## config.mk

```make
export PLATFORM = sky130hd
export DESIGN_NAME = serial_mac
export DESIGN_NICKNAME = d
export VERILOG_FILES = /design/src/rtl/serial_mac.sv
export SDC_FILE = /design/constraint.sdc
export NUM_CORES = 1
export LEC_CHECK = 0
export ABC_AREA = 1
export CAP_MARGIN = 20
export CORE_AREA = 2 2 138 140
export DETAILED_ROUTE_END_ITERATION = 8
export DIE_AREA = 0 0 140 142
export GPL_ROUTABILITY_DRIVEN = 0
export RECOVER_POWER = 100
export SETUP_SLACK_MARGIN = 0.15
export SKIP_CTS_REPAIR_TIMING = 1
export SLEW_MARGIN = 20
export SYNTH_ARGS = -nofsm -noshare
export SYNTH_HDL_FRONTEND = slang
export SYNTH_SLANG_ARGS = --single-unit
export TNS_END_PERCENT = 50
```

## constraint.sdc

```tcl
create_clock -name i_clk -period 3.3 [get_ports i_clk]
set_input_delay 0.33 -clock i_clk [delete_from_list [all_inputs] [get_ports i_clk]]
set_output_delay 0.33 -clock i_clk [all_outputs]
set_load 0.005 [all_outputs]
```

## src/rtl/serial_mac.sv

```systemverilog
// serial_mac: bit-serial shift-add multiply-accumulate unit.
//
// The multiplier is consumed LSB first, one bit per clock, so a product takes WIDTH cycles in
// BUSY regardless of operand values. Results are presented in DONE until downstream accepts.
//
// Parameters
//   WIDTH      operand width in bits (>= 2)
//   ACC_WIDTH  accumulator width in bits (>= 2*WIDTH)
//   SIGNED     0: unsigned operands, 1: two's-complement operands
//
// Ports
//   i_clk      clock, rising edge
//   i_arstn    asynchronous active-low reset
//   i_valid    operand pair valid
//   o_ready    unit can accept operands (IDLE only)
//   i_a        multiplicand
//   i_b        multiplier, consumed LSB first
//   i_acc      1: add product to accumulator, 0: accumulator := product
//   o_valid    result valid (DONE only)
//   i_ready    downstream accepts result
//   o_product  product of the last accepted pair
//   o_acc      accumulator, wraps silently modulo 2^ACC_WIDTH
module serial_mac #(
  parameter int unsigned WIDTH     = 8,
  parameter int unsigned ACC_WIDTH = 2 * WIDTH + 4,
  parameter bit          SIGNED    = 1'b0
) (
  input  logic                   i_clk,
  input  logic                   i_arstn,
  input  logic                   i_valid,
  output logic                   o_ready,
  input  logic [WIDTH-1:0]       i_a,
  input  logic [WIDTH-1:0]       i_b,
  input  logic                   i_acc,
  output logic                   o_valid,
  input  logic                   i_ready,
  output logic [2*WIDTH-1:0]     o_product,
  output logic [ACC_WIDTH-1:0]   o_acc
);

  localparam int unsigned PW = 2 * WIDTH;
  localparam int unsigned CW = $clog2(WIDTH);

  typedef enum logic [1:0] {
    StIdle,
    StBusy,
    StDone
  } state_e;

  state_e               state_q, state_d;
  logic [WIDTH-1:0]     a_q, a_d;
  logic [WIDTH-1:0]     b_q, b_d;
  logic                 acc_flag_q, acc_flag_d;
  logic [CW-1:0]        cnt_q, cnt_d;
  logic [PW-1:0]        partial_q, partial_d;
  logic [PW-1:0]        product_q, product_d;
  logic [ACC_WIDTH-1:0] acc_q, acc_d;

  logic [PW-1:0]        a_ext;
  logic [PW-1:0]        addend;
  logic [PW-1:0]        step_sum;
  logic [ACC_WIDTH-1:0] prod_ext;
  logic                 last_bit;

  // Datapath for one shift-add step on bit cnt_q of the multiplier.
  always_comb begin
    a_ext    = {{WIDTH{SIGNED & a_q[WIDTH-1]}}, a_q};
    addend   = a_ext << cnt_q;
    last_bit = (cnt_q == CW'(WIDTH - 1));
    step_sum = partial_q;
    if (b_q[cnt_q]) begin
      // In two's complement the multiplier MSB carries weight -2^(WIDTH-1).
      if (SIGNED && last_bit) begin
        step_sum = partial_q - addend;
      end else begin
        step_sum = partial_q + addend;
      end
    end
    prod_ext = '0;
    prod_ext[PW-1:0] = step_sum;
    for (int i = PW; i < ACC_WIDTH; i++) begin
      prod_ext[i] = SIGNED & step_sum[PW-1];
    end
  end

  always_comb begin
    state_d    = state_q;
    a_d        = a_q;
    b_d        = b_q;
    acc_flag_d = acc_flag_q;
    cnt_d      = cnt_q;
    partial_d  = partial_q;
    product_d  = product_q;
    acc_d      = acc_q;
    unique case (state_q)
      StIdle: begin
        if (i_valid) begin
          a_d        = i_a;
          b_d        = i_b;
          acc_flag_d = i_acc;
          cnt_d      = '0;
          partial_d  = '0;
          state_d    = StBusy;
        end
      end
      StBusy: begin
        partial_d = step_sum;
        cnt_d     = cnt_q + CW'(1);
        if (last_bit) begin
          product_d = step_sum;
          acc_d     = (acc_flag_q ? acc_q : '0) + prod_ext;
          state_d   = StDone;
        end
      end
      StDone: begin
        if (i_ready) begin
          state_d = StIdle;
        end
      end
      default: state_d = StIdle;
    endcase
  end

  always_ff @(posedge i_clk or negedge i_arstn) begin
    if (!i_arstn) begin
      state_q    <= StIdle;
      a_q        <= '0;
      b_q        <= '0;
      acc_flag_q <= 1'b0;
      cnt_q      <= '0;
      partial_q  <= '0;
      product_q  <= '0;
      acc_q      <= '0;
    end else begin
      state_q    <= state_d;
      a_q        <= a_d;
      b_q        <= b_d;
      acc_flag_q <= acc_flag_d;
      cnt_q      <= cnt_d;
      partial_q  <= partial_d;
      product_q  <= product_d;
      acc_q      <= acc_d;
    end
  end

  assign o_ready   = (state_q == StIdle);
  assign o_valid   = (state_q == StDone);
  assign o_product = product_q;
  assign o_acc     = acc_q;

endmodule

```

## Word level (Yosys, flattened, before mapping)

Index checks and enable logic that the tools add are counted.

| cells by class | value |
|---|---|
| add/sub/neg operators | 3 |
| magnitude comparators | 1 |
| equal/unequal tests | 6 |
| shift operators | 1 |
| multiplexer cells | 12 |
| reductions and logical operators | 6 |

Operators by type and width:

| operator | number |
|---|---|
| 16-bit two-way mux | 2 |
| 16-bit case mux with 2 select lines | 1 |
| 20-bit by 16-bit adder with 20-bit output | 1 |
| 20-bit two-way mux | 1 |
| 16-bit adder | 1 |
| 8-bit by 3-bit << shifter with 16-bit output | 1 |
| 2-bit two-way mux | 3 |
| 2-bit case mux with 3 select lines | 1 |
| 3-bit case mux with 2 select lines | 1 |
| 2-bit AND reduction | 3 |
| 3-bit by 4-bit < comparator with 1-bit output, second input constant | 1 |
| 2-bit != test, second input constant | 2 |
| 3-bit by 1-bit adder with 3-bit output, second input constant | 1 |
| 1-bit binary-select mux with 3-bit select | 1 |
| 3-bit == test, second input constant | 1 |
| 3-bit two-way mux | 1 |
| 3-bit AND reduction | 1 |
| 2-bit by 1-bit == test with 1-bit output, second input constant | 1 |
| 2-bit == test, second input constant | 1 |
| 2-bit zero test | 1 |
| 2-bit by 1-bit != test with 1-bit output, second input constant | 1 |
| 2-bit nonzero test | 1 |
| 1-bit two-way mux | 1 |

| word-level totals | value |
|---|---|
| register bits after elaboration | 74 |
| input bits | 21 |
| output and inout bits | 38 |
| word-level logic and storage cells | 37 |

## Longest topological paths before layout

Gate-level depths: netlist of the first run.

| depth | value |
|---|---|
| depth after elaboration | 4 |
| mapped depth | 29 |
| mapped depth without buffers | 27 |

## Worst setup path before layout of the first run

No wires, ideal clock.

| timing path | value |
|---|---|
| kind | flip-flop to flip-flop |
| start point | register cnt_q[0] |
| end point | register acc_q[12] (netlist: o_acc[12]) |
| setup time | 118 ps |
| arrival time | 3363 ps |
| data required time | 3182 ps |
| path slack | -181 ps |
| stages on the path, launching flop included | 25 |
| path buffers | 2 |
| clock period less this slack | 3481 ps |
| cell sequence | dfrtp_1 buf_6 buf_2 mux2i_1 nand2_1 nand3_1 o21ai_0 ha_1 nand2_1 inv_1 a21oi_1 nand2_1 or2_2 nand3_1 nand2_1 ha_1 nand2_1 inv_1 a21oi_1 nand2_1 nand2_1 nand2_1 or2_2 nand3_1 nand2_1 |

| between the ends | value |
|---|---|
| cells in the longest elaborated chain, start to end | 4 |
| elaborated cells on any way between the ends | 8 |
| classes of those cells | add/sub (2); eq/ne (1); shift (1); mux (3); reduce/logical (1) |

RTL lines:

| item | line | text |
|---|---|---|
| start: declaration | 54 | `logic [CW-1:0] cnt_q, cnt_d;` |
| start signal: assignment | 139 | `cnt_q <= cnt_d;` |
| 8-bit by 3-bit << shifter with 16-bit output or 1-bit binary-select mux with 3-bit select (tied branches) | 68, 71 |  |
| 16-bit adder or 1-bit two-way mux (tied branches) | 76, 71 |  |
| 16-bit two-way mux * | 71 | `if (b_q[cnt_q]) begin` |
| via step_sum[7] | 61 | `logic [PW-1:0] step_sum;` |
| 20-bit by 16-bit adder with 20-bit output * | 111 | `acc_d = (acc_flag_q ? acc_q : '0) + prod_ext;` |
| end signal: assignment | 133 | `acc_q <= '0;` |
| end signal: assignment | 142 | `acc_q <= acc_d;` |
| end: declaration | 57 | `logic [ACC_WIDTH-1:0] acc_q, acc_d;` |

The timed path passes the listed nets; every way through them passes the cells marked *. The select of a mux whose other input is x is not followed.
A chain may end at the register's enable or synchronous reset.

## Worst setup path in the final report of the first run

Same ends and word-level chain as after synthesis.

==> results of run 1 <==
## cell usage in the layout (no fill, tap or decap), drive strengths merged, types with 24 or more instances in the layout
cell	Yosys	layout
nand2	376	376
inv	99	100
buf	13	92
dfrtp	74	74
nand3	65	65
clkdlybuf4s50	0	56
nor2	47	47
o21ai	39	39
ha	33	33
a21oi	24	24
## sequential cells by signal, summed over array words and instances, names as in the netlist
signal	flops
a_q	8
acc_flag_q	1
b_q	8
cnt_q	3
o_acc	20
o_product	16
partial_q	16
state_q	2
## routing by layer
metal  vias to the layer above  GRT usage (%)  routed length (µm)
met3                        25           3.10                 674
met4                         0           4.73                 284
met1                      2603           23.5                8050
li1                       2901              -                   -
met2                       126           26.0                7210
met5                         -              0                   0
## metrics by stage
step	TNS, ps	util, %	instance area [µm²]	instances	hold WS [ps]
after floorplan	0	-	5660	833	34.4
after global placement	-2830	38.1	7030	1182	464
after detailed placement	-2840	38.1	7030	1182	465
after CTS	-3060	39.7	7330	1198	179
after global routing	-5280	43.3	8000	1212	495
final	-1170	43.3	8000	1212	472
## cell type report
class / instances / area [µm²]
Clock inverter: 7 / 76.3
Timing Repair inverter: 1 / 5.00
Inverter: 99 / 378
Fill cell: 1880 / 10500
Sequential cell: 74 / 1850
Multi-Input combinational cell: 638 / 3850
Tap cell: 234 / 293
Clock buffer: 9 / 225
Timing Repair Buffer: 150 / 1310
## worst max path at each step
stage              from        end  cells past startpoint
2_1_floorplan  cnt_q[0]  o_acc[12]                     24
3_3_place_gp   cnt_q[0]  o_acc[16]                     23
4_1_cts        cnt_q[0]  o_acc[16]                     23
3_5_place_dp   cnt_q[0]  o_acc[16]                     23
6_report       cnt_q[0]  o_acc[12]                     23
5_1_grt        cnt_q[0]  o_acc[19]                     23
## cell families (layout without fill, tap and decap cells)
group                      count (synthesis)  in the layout  share of synthesized area (%)
xor gates and xnor gates                   9              9                           1.44
DFF                                       74             74                           33.9
adders and majority gates                 35             35                           8.30
buffers and inverters                    121            266                           8.92
muxes                                      4              4                          0.734
and+or+nand+nor                          519            519                           39.4
AOI/OAI and AO/OA                         71             71                           7.31
## tightest hold or removal path, stage by stage (launching register included)
cell and delay, ps:
sky130_fd_sc_hd__dfrtp_1 340, sky130_fd_sc_hd__nand2_1 50, sky130_fd_sc_hd__nand2_1 50
==> impl_summary.md, run 1 <==
Synth
The most repeated cell in the gate-level netlist after synthesis is sky130_fd_sc_hd__nand2_1. The main flop type after synthesis is sky130_fd_sc_hd__dfrtp_1. Of the synthesized area, sequential elements account for 33.9%. The number of enable flip-flop cells after synthesis is 0. The top cell type by area accounts for 33.9% of the synthesized area.

After synthesis, the most frequently instantiated cells are sky130_fd_sc_hd__nand2_1 (372), sky130_fd_sc_hd__inv_1 (92), sky130_fd_sc_hd__dfrtp_1 (74), sky130_fd_sc_hd__nand3_1 (62), sky130_fd_sc_hd__nor2_1 (46). A synthesized cell averages 6.55 µm². Sorting the synthesized cells by area gives the leading types as sky130_fd_sc_hd__dfrtp_1 (34%), sky130_fd_sc_hd__nand2_1 (26%), sky130_fd_sc_hd__ha_1 (7.6%). The cell count after synthesis came out at 833. Of all flip-flops after synthesis, the portion carrying an async set or reset was 100%. After synthesis, the netlist uses 38 different library cells.

The library cell with the largest summed area after synthesis is sky130_fd_sc_hd__dfrtp_1. Counting flops and latches in the post-synthesis netlist gives 74. Yosys printed 0 warnings. The synthesized netlist net count is 889. The synthesized netlist occupies a cell area of 5460 µm².

GRT
The global-route wire length before repair is 26600 µm. Global routing used 16.6% of the available tracks across all layers. The sum of overflow across all layers after global routing is 0. The initial antenna violation count is 0. The number of global-route vias before repair is 5472.

Entering global routing, the biggest net connects 75 pins.

STA
The worst path in the final design needs a cycle of 3450 ps, including I/O delays and setup. Between clock sinks in the finished design, the worst skew comes to 9.27 ps. The number of max-slew violations in the final report is 75. The remaining max-slew budget at the tightest pin is -27.6%. Derived from the worst setup path, the maximum achievable clock frequency is 0.290 GHz. Once routing completed, OpenROAD measured the worst setup slack at -148 ps. The measured slew at the worst slew-check pin is 1910 ps.

The final number of setup-violating endpoints is 12. The final number of hold-violating endpoints is 0. In the finished design, the share of the clock period the worst path needs comes to 104%. Setup repair after global routing could not meet its margin everywhere.

Final layout
The final net count is 1029. From synthesis to final layout, the design area changed by 46.5%. 0 antenna diodes ended up in the layout. The fraction of layout cells with a size suffix above 1 is 29.4%.

Clocking
TritonCTS built the clock tree. The number of buffers on the longest clock path is 2. The number of buffers added by the clock tree synthesis step is 9. CTS placed an instance of sky130_fd_sc_hd__clkbuf_16 at the clock tree root. The deepest level of the CTS H-tree is 3. Clock-pin slew was measured on the worst setup and hold paths at 60 ps. The source-to-sink clock delay at the later pin of the worst-skew pair is 350 ps. The number of sinks driven by the clock tree is 74.

Worst hold path
The beginning of the worst hold path is o_product[13]. The min-delay analysis places its worst path in the category reg2reg. The cell count of the worst hold path is 2. For hold timing, the worst endpoint is o_product[13].

Place
Port buffering added 58 buffers. OpenSTA, run right after detailed placement, puts the worst setup slack at -321 ps. The final HPWL from detailed placement is 11800 µm.

Setup path
The critical-path cell with the highest stage delay is sky130_fd_sc_hd__dfrtp_2. The critical path is of the reg2reg type. Data arrives at the worst endpoint at 3680 ps. In this run the critical register-to-register path is captured at o_acc[12]. Walking the worst path, the cells encountered are buf_6, nand2_2, nand2_2, o21ai_2, o21ai_1, ha_1, nand2_2, inv_2, a21oi_2, nand2_2, or2_4, nand3_2, nand2_2, ha_4, nand2_4, inv_1, a21oi_2, nand2_2, nand2_2, nand2_2, or2_2, nand3_1, nand2_1. Data on the critical path is required at its endpoint by 3530 ps. The worst-case reg-to-reg path depth is 23. The maximum fanout encountered on the critical timing path is 5.

STA classifies the critical path startpoint as a flip-flop. The most frequent cell on the critical path is sky130_fd_sc_hd__nand2_2. The number of buffers and inverters on the critical path is 3.

The delay of the slowest critical-path stage is 470 ps. The cell family with the largest share of critical-path delay is simple AND/OR/NAND/NOR gates. The setup slack on the worst flop-to-flop path is -150 ps. STA classifies the critical path endpoint as a flip-flop. The reg-to-reg critical path startpoint is cnt_q[0].

Die
The core footprint is 18500 µm². 59 I/O pins were placed. The die covers 19900 µm². The die is 142 µm tall. For this configuration, the core starts out at a cell density of 29.6%. The number of placement rows is 50. The floorplan step set the die width to 140 µm.

Drt
The detail-routed net length per standard cell is 13.4 µm. The total iterations of the first detailed-routing run is 9. The final layout contains routed wiring with a total length of 16200 µm. The residual antenna-violating net count after detailed routing is 0. After detailed routing, the number of vias per cell comes to 4.67. The vias after detailed routing is 5655.

After detailed routing, the number of remaining DRC violations is 3. The detailed router finished its first iteration with 298 violations.

Status
The flow ran to the end, but the final reports show violations. The checks that failed: design-rule violations, max-capacitance violations, max-slew violations, negative setup slack.

Run
The max-cap check violation count is 1.
Power of run 1 is left out: the tool's default activity adds up to more than one toggle a clock period on the data nets, which glitch-free logic cannot reach.
==> inputs of run 2 (changes only) <==
==> constraint.sdc (replaced) <==
create_clock -name i_clk -period 3.3 [get_ports i_clk]
set_input_delay 0.33 -clock i_clk [delete_from_list [all_inputs] [get_ports i_clk]]
set_output_delay 0.33 -clock i_clk [all_outputs]
set_load 0.01 [all_outputs]
==> impl_summary.md, run 2 (synthesis results as in run 1) <==
Status
The flow ran to the end, but the final reports show violations. The final reports fail on design-rule violations, max-capacitance violations, max-slew violations, negative setup slack.

Place
Port buffering added 58 buffers. The HPWL after detailed placement is 11800 µm. The worst-case setup slack after placement is -321 ps.

Die
The vertical die dimension is 142 µm. The initialized floorplan defines 50 standard-cell rows. The initial utilization of the core area, before any placement, comes to 29.6%. The region available for standard cell placement spans 18500 µm². The number of ports placed on the die boundary is 59.

The die outline area is 19900 µm². The floorplan step set the die width to 140 µm.

STA
The clock skew after layout is 9.27 ps. The remaining max-slew budget at the tightest pin is -27.6%. The measured slew at the worst slew-check pin is 1910 ps. The final number of hold-violating endpoints was 0.

The final number of setup-violating endpoints is 12. Setup repair after global routing could not meet its margin everywhere. The achievable clock frequency is 0.290 GHz. The number of max-slew violations in the final report is 75. The worst path in the final design needs a cycle of 3450 ps, including I/O delays and setup. The final worst setup slack is -149 ps. The final period utilization is 105%.

GRT
The initial antenna violation count was 0. The number of global-route vias before repair was 5472. The first global-routing pass estimated 26600 µm of wire. Across every metal layer, demand over resource in global routing totals 16.6%.

Entering global routing, the biggest net connects 75 pins. The sum of overflow across all layers after global routing is 0.

Setup path
The critical-path cell with the highest stage delay is sky130_fd_sc_hd__dfrtp_2. The cell family with the largest share of critical-path delay is simple AND/OR/NAND/NOR gates. For the worst setup path, the data arrival time is 3680 ps. The critical path in this run is classified as reg2reg. The maximum fanout encountered on the critical timing path is 5. The signal on the critical path passes through buf_6, nand2_2, nand2_2, o21ai_2, o21ai_1, ha_1, nand2_2, inv_2, a21oi_2, nand2_2, or2_4, nand3_2, nand2_2, ha_4, nand2_4, inv_1, a21oi_2, nand2_2, nand2_2, nand2_2, or2_2, nand3_1, nand2_1.

STA classifies the critical path endpoint as a flip-flop. The buffers plus inverters on the worst setup path is 3. The delay of the slowest critical-path stage is 470 ps. For flop-to-flop paths, the worst setup slack is -150 ps.

STA puts the critical path data required time at 3530 ps. Among the stages of the critical path, the cell type that occurs most often is sky130_fd_sc_hd__nand2_2. The element type at the critical path start is a flip-flop.

Clocking
The source-to-sink clock delay at the later pin of the worst-skew pair is 350 ps. The number of buffers on the longest clock path is 2. In this run, CTS created clock tree buffers numbering 9. The clock-pin slew on the worst setup and hold paths is 60 ps. The tree is rooted in a sky130_fd_sc_hd__clkbuf_16. The H-tree generated during clock tree synthesis spans 3 levels.

The number of sinks driven by the clock tree is 74. The clock tree from TritonCTS is done.

Drt
The first detailed-routing pass took 9 iterations. The total routed wirelength is 16200 µm. Using the TritonRoute via totals, the vias-per-cell ratio works out to 4.67.

Once detail routing completed, the nets flagged for antenna violations numbered 0. After detailed routing, the number of remaining DRC violations is 3. The detail-routed net length per standard cell is 13.4 µm. Detailed routing inserted a total of 5656 vias.

The first-iteration detailed-routing DRC count is 298.

Final layout
The top cell types in the final layout, fill and taps aside, are sky130_fd_sc_hd__nand2_1 (323), sky130_fd_sc_hd__buf_4 (84), sky130_fd_sc_hd__inv_1 (82). The number of filler instances in the final layout is 1880. The relative area change from synthesis to final layout is 46.5%. At the end of the flow, the number of nets in the layout was 1029. Leaving out fill and tap cells, the most frequent cell in the layout is sky130_fd_sc_hd__nand2_1. The register with the most flip-flops in the layout has 20 of them. The antenna diode instance count is 0. The fraction of layout cells with a size suffix above 1 is 29.4%.

Run
The max-cap check violation count is 1.

Worst hold path
The class of the most critical hold timing path is reg2reg.
run 2: cell types whose count changed in the layout (fill, tap and decap cells not counted), sizes merged:
cell | previous run | this run
clkdlybuf4s50 | 56 | 57
dlygate4sd3 | 1 | 0
run 2: final timing paths:
kind / cells after the start / endpoint / from
max in group asynchronous: 1 / cnt_q[0] / i_arstn
hold reg to reg: 2 / o_product[13] / o_product[13]
setup / recovery: 23 / o_acc[12] / cnt_q[0]
hold / removal: 2 / o_product[13] / o_product[13]
min in group asynchronous: 1 / o_acc[18] / i_arstn
setup reg to reg: 23 / o_acc[12] / cnt_q[0]
run 2: final cells by class:
class | count | area (µm²) | area share [%]
flip-flops and latches | 74 | 1850 | 23.2
repair buffers | 150 | 1310 | 16.4
repair inverters | 1 | 5.00 | 0.0626
clock inverters | 7 | 76.3 | 0.954
clock buffers | 9 | 225 | 2.82
multi-input cells | 638 | 3850 | 48.2
well taps | 234 | 293 | 3.66
inverters | 99 | 378 | 4.73
run 2: tightest hold or removal path, cell delays in order (launching register included):
cell and delay (ps):
sky130_fd_sc_hd__dfrtp_1 340, sky130_fd_sc_hd__nand2_1 50, sky130_fd_sc_hd__nand2_1 50
run 2: metal layers:
metal	GRT usage [%]	vias up	share of wire [%]
met2	26.0	126	44
li1	-	2901	-
met3	3.10	25	4.1
met1	23.5	2604	50
met5	0	-	0
met4	4.73	0	1.8
run 2: per-stage QoR:
stage               area (µm²)  setup TNS, ps  cells  hold slack (ps)  utilization [%]
finish                    8000          -1170   1212              479             43.3
global route              8000          -5280   1212              500             43.3
CTS                       7330          -3060   1198              179             39.7
detailed placement        7030          -2840   1182              465             38.1
global placement          7030          -2830   1182              464             38.1
floorplan                 5660              0    833             34.4                -
Power of run 2 is left out for the same reason.
==> inputs of run 3 (changes only) <==
--- a/config.mk
+++ b/config.mk
@@ -11,6 +11,7 @@
 export DETAILED_ROUTE_END_ITERATION = 8
 export DIE_AREA = 0 0 140 142
 export GPL_ROUTABILITY_DRIVEN = 0
+export PLACE_DENSITY = 0.52
 export RECOVER_POWER = 100
 export SETUP_SLACK_MARGIN = 0.15
 export SKIP_CTS_REPAIR_TIMING = 1
==> impl_summary.md, run 3 (synthesis results as in run 1) <==
Die
The initial standard-cell utilization of the core is 29.6%. The number of ports placed on the die boundary is 59. The core region is 18500 µm². The die outline width is 140 µm. The initialized floorplan defines 50 standard-cell rows. The die outline area is 19900 µm². The vertical die dimension is 142 µm.

Clocking
The number of buffers on the longest clock path is 2. The deepest level of the CTS H-tree is 3. The source-to-sink clock delay at the later pin of the worst-skew pair is 360 ps. The clock-pin slew on the worst setup and hold paths is 60 ps.

TritonCTS built the clock tree. The buffer type at the clock tree root is sky130_fd_sc_hd__clkbuf_16. The number of sinks driven by the clock tree is 74. The number of clock buffers added by TritonCTS is 9.

Final layout
The register area is 1850 µm². The most common cell after layout, fill and taps aside is sky130_fd_sc_hd__nand2_1. The fraction of layout cells with a size suffix above 1 is 24.7%.

The register with the most flip-flops in the layout has 20 of them. The final cell area excluding filler cells is 7750 µm². The top cell types in the final layout, fill and taps aside, are sky130_fd_sc_hd__nand2_1 (340), sky130_fd_sc_hd__buf_4 (91), sky130_fd_sc_hd__inv_1 (90). The utilization after layout is 42.0%. From synthesis to final layout, the design area changed by 42.0%. The final net count is 1029. The repair_antennas step left the layout with diodes totalling 0.

The number of filler instances in the final layout is 1923. The multi-input combinational cells in the finished layout cover a total of 3640 µm².

STA
The final number of hold-violating endpoints is 0. The measured slew at the worst slew-check pin is 1980 ps. The final number of setup-violating endpoints is 12. The number of max-slew violations in the final report was 75. Timing would allow up to 0.284 GHz. The worst hold margin is 472 ps. The clock skew after layout is 11.7 ps. Setup repair after global routing could not meet its margin everywhere. Counting I/O delays and the setup requirement, the final critical path takes 3520 ps. Dividing the final minimum period by the clock period gives 107%. In this run the tightest slew margin relative to its limit is -32.0%. Once routing completed, OpenROAD measured the worst setup slack at -224 ps.

Drt
After detailed routing, the average wire length per cell comes to 13.4 µm. The vias per cell is 4.50. The first routing iteration left 205 violations. The vias after detailed routing is 5453. The total routed wirelength is 16300 µm. The total iterations of the first detailed-routing run is 7. The residual antenna-violating net count after detailed routing is 0. The count of unresolved DRC violations after routing is 5.

Status
The checks that failed: design-rule violations, max-capacitance violations, max-slew violations, negative setup slack. The run finished, with violations left.

Power and ir drop
In this run the power density over the cells is 1310 nW/µm². The worst-case IR drop observed on VDD is 0.477 mV. For this design the static power due to leakage is 4.17 nW.

Worst hold path
The min-delay analysis places its worst path in the category reg2reg.

Setup path
The arrival time reported for the critical path endpoint is 3770 ps. The worst setup path is launched from a flip-flop. STA classifies the critical path endpoint as a flip-flop. The critical path class is reg2reg. Of all nets on the critical path, the largest fanout is 6. At the worst endpoint, the required time is 3550 ps.

Run
Max-cap violations in this run came to 1.

Place
Input and output buffers added on the ports amount to 58. After detailed placement, the total cell area comes to 7090 µm². Detailed placement finished with a half-perimeter wire length of 12300 µm.

GRT
Across every metal layer, demand over resource in global routing totals 17.2%. The first global-routing pass estimated 27000 µm of wire. The largest net degree at the start of global routing is 75. The number of global-route vias before repair came to 5321.

Summed over all layers, the global routing overflow is 0. The initial antenna violation count is 0.
-- run 3: worst max-delay path, stage by stage (launching register included) --
cell and delay (ps):
sky130_fd_sc_hd__dfrtp_2 460, sky130_fd_sc_hd__buf_4 170, sky130_fd_sc_hd__nand2_1 70, sky130_fd_sc_hd__buf_4 100, sky130_fd_sc_hd__nand3_1 90, sky130_fd_sc_hd__nand3_1 100, sky130_fd_sc_hd__o21ai_1 80, sky130_fd_sc_hd__ha_1 370
sky130_fd_sc_hd__a21oi_2 210, sky130_fd_sc_hd__nor2_1 70, sky130_fd_sc_hd__nor2_1 140, sky130_fd_sc_hd__nand3_1 90, sky130_fd_sc_hd__nand2_1 60, sky130_fd_sc_hd__nand3_1 90, sky130_fd_sc_hd__and2_4 170, sky130_fd_sc_hd__ha_4 290
sky130_fd_sc_hd__buf_12 110, sky130_fd_sc_hd__nand2_4 70, sky130_fd_sc_hd__nor2_4 120, sky130_fd_sc_hd__nor3b_4 200, sky130_fd_sc_hd__nand3_1 110, sky130_fd_sc_hd__nand3_2 70, sky130_fd_sc_hd__nand3_1 60, sky130_fd_sc_hd__nand2_1 90
sky130_fd_sc_hd__inv_1 40
-- run 3: path summary, 6_finish.rpt --
check	start	end	slack, ps	cells after the start
hold reg to reg	o_product[7]	o_product[7]	470	2
setup / recovery	cnt_q[0]	o_acc[19]	-220	24
max in group asynchronous	i_arstn	cnt_q[0]	1480	1
setup reg to reg	cnt_q[0]	o_acc[19]	-220	24
hold / removal	o_product[7]	o_product[7]	470	2
min in group asynchronous	i_arstn	b_q[7]	510	1
-- run 3: per-layer routing --
layer  GRT usage [%]  part of all wire, %
met3            2.66                  3.7
met1            24.5                   51
met2            27.0                   43
met5               0                    0
met4            5.58                  1.5
-- run 3: report_power, final --
part | switching (W) | internal [W] | total (W)
Clock | 0.000445 | 0.000583 | 0.00103
Combinational | 0.00394 | 0.00357 | 0.00751
Sequential | 0.000327 | 0.00129 | 0.00162
-- run 3: through the flow --
| stage | std cells | setup WS (ps) | setup TNS, ps | power, W |
|---|---|---|---|---|
| final | 1211 | -224 | -1470 | 0.0102 |
| after CTS | 1205 | -475 | -4380 | 0.00950 |
| after detailed placement | 1190 | -468 | -4060 | 0.00842 |
| after global placement | 1190 | -451 | -3920 | 0.00842 |
| after floorplan | 833 | 110 | 0 | 0.00566 |
| after global routing | 1211 | -519 | -6340 | 0.0111 |
-- run 3: layout make-up --
class                      instances  area share [%]
multi-input combinational        638            47.0
sequential                        74            23.9
timing repair buffer             151            16.8
inverter                          99            4.79
tap                              234            3.78
clock buffer                       9            2.91
clock inverter                     6           0.888
(Power assumes the default switching activity.)
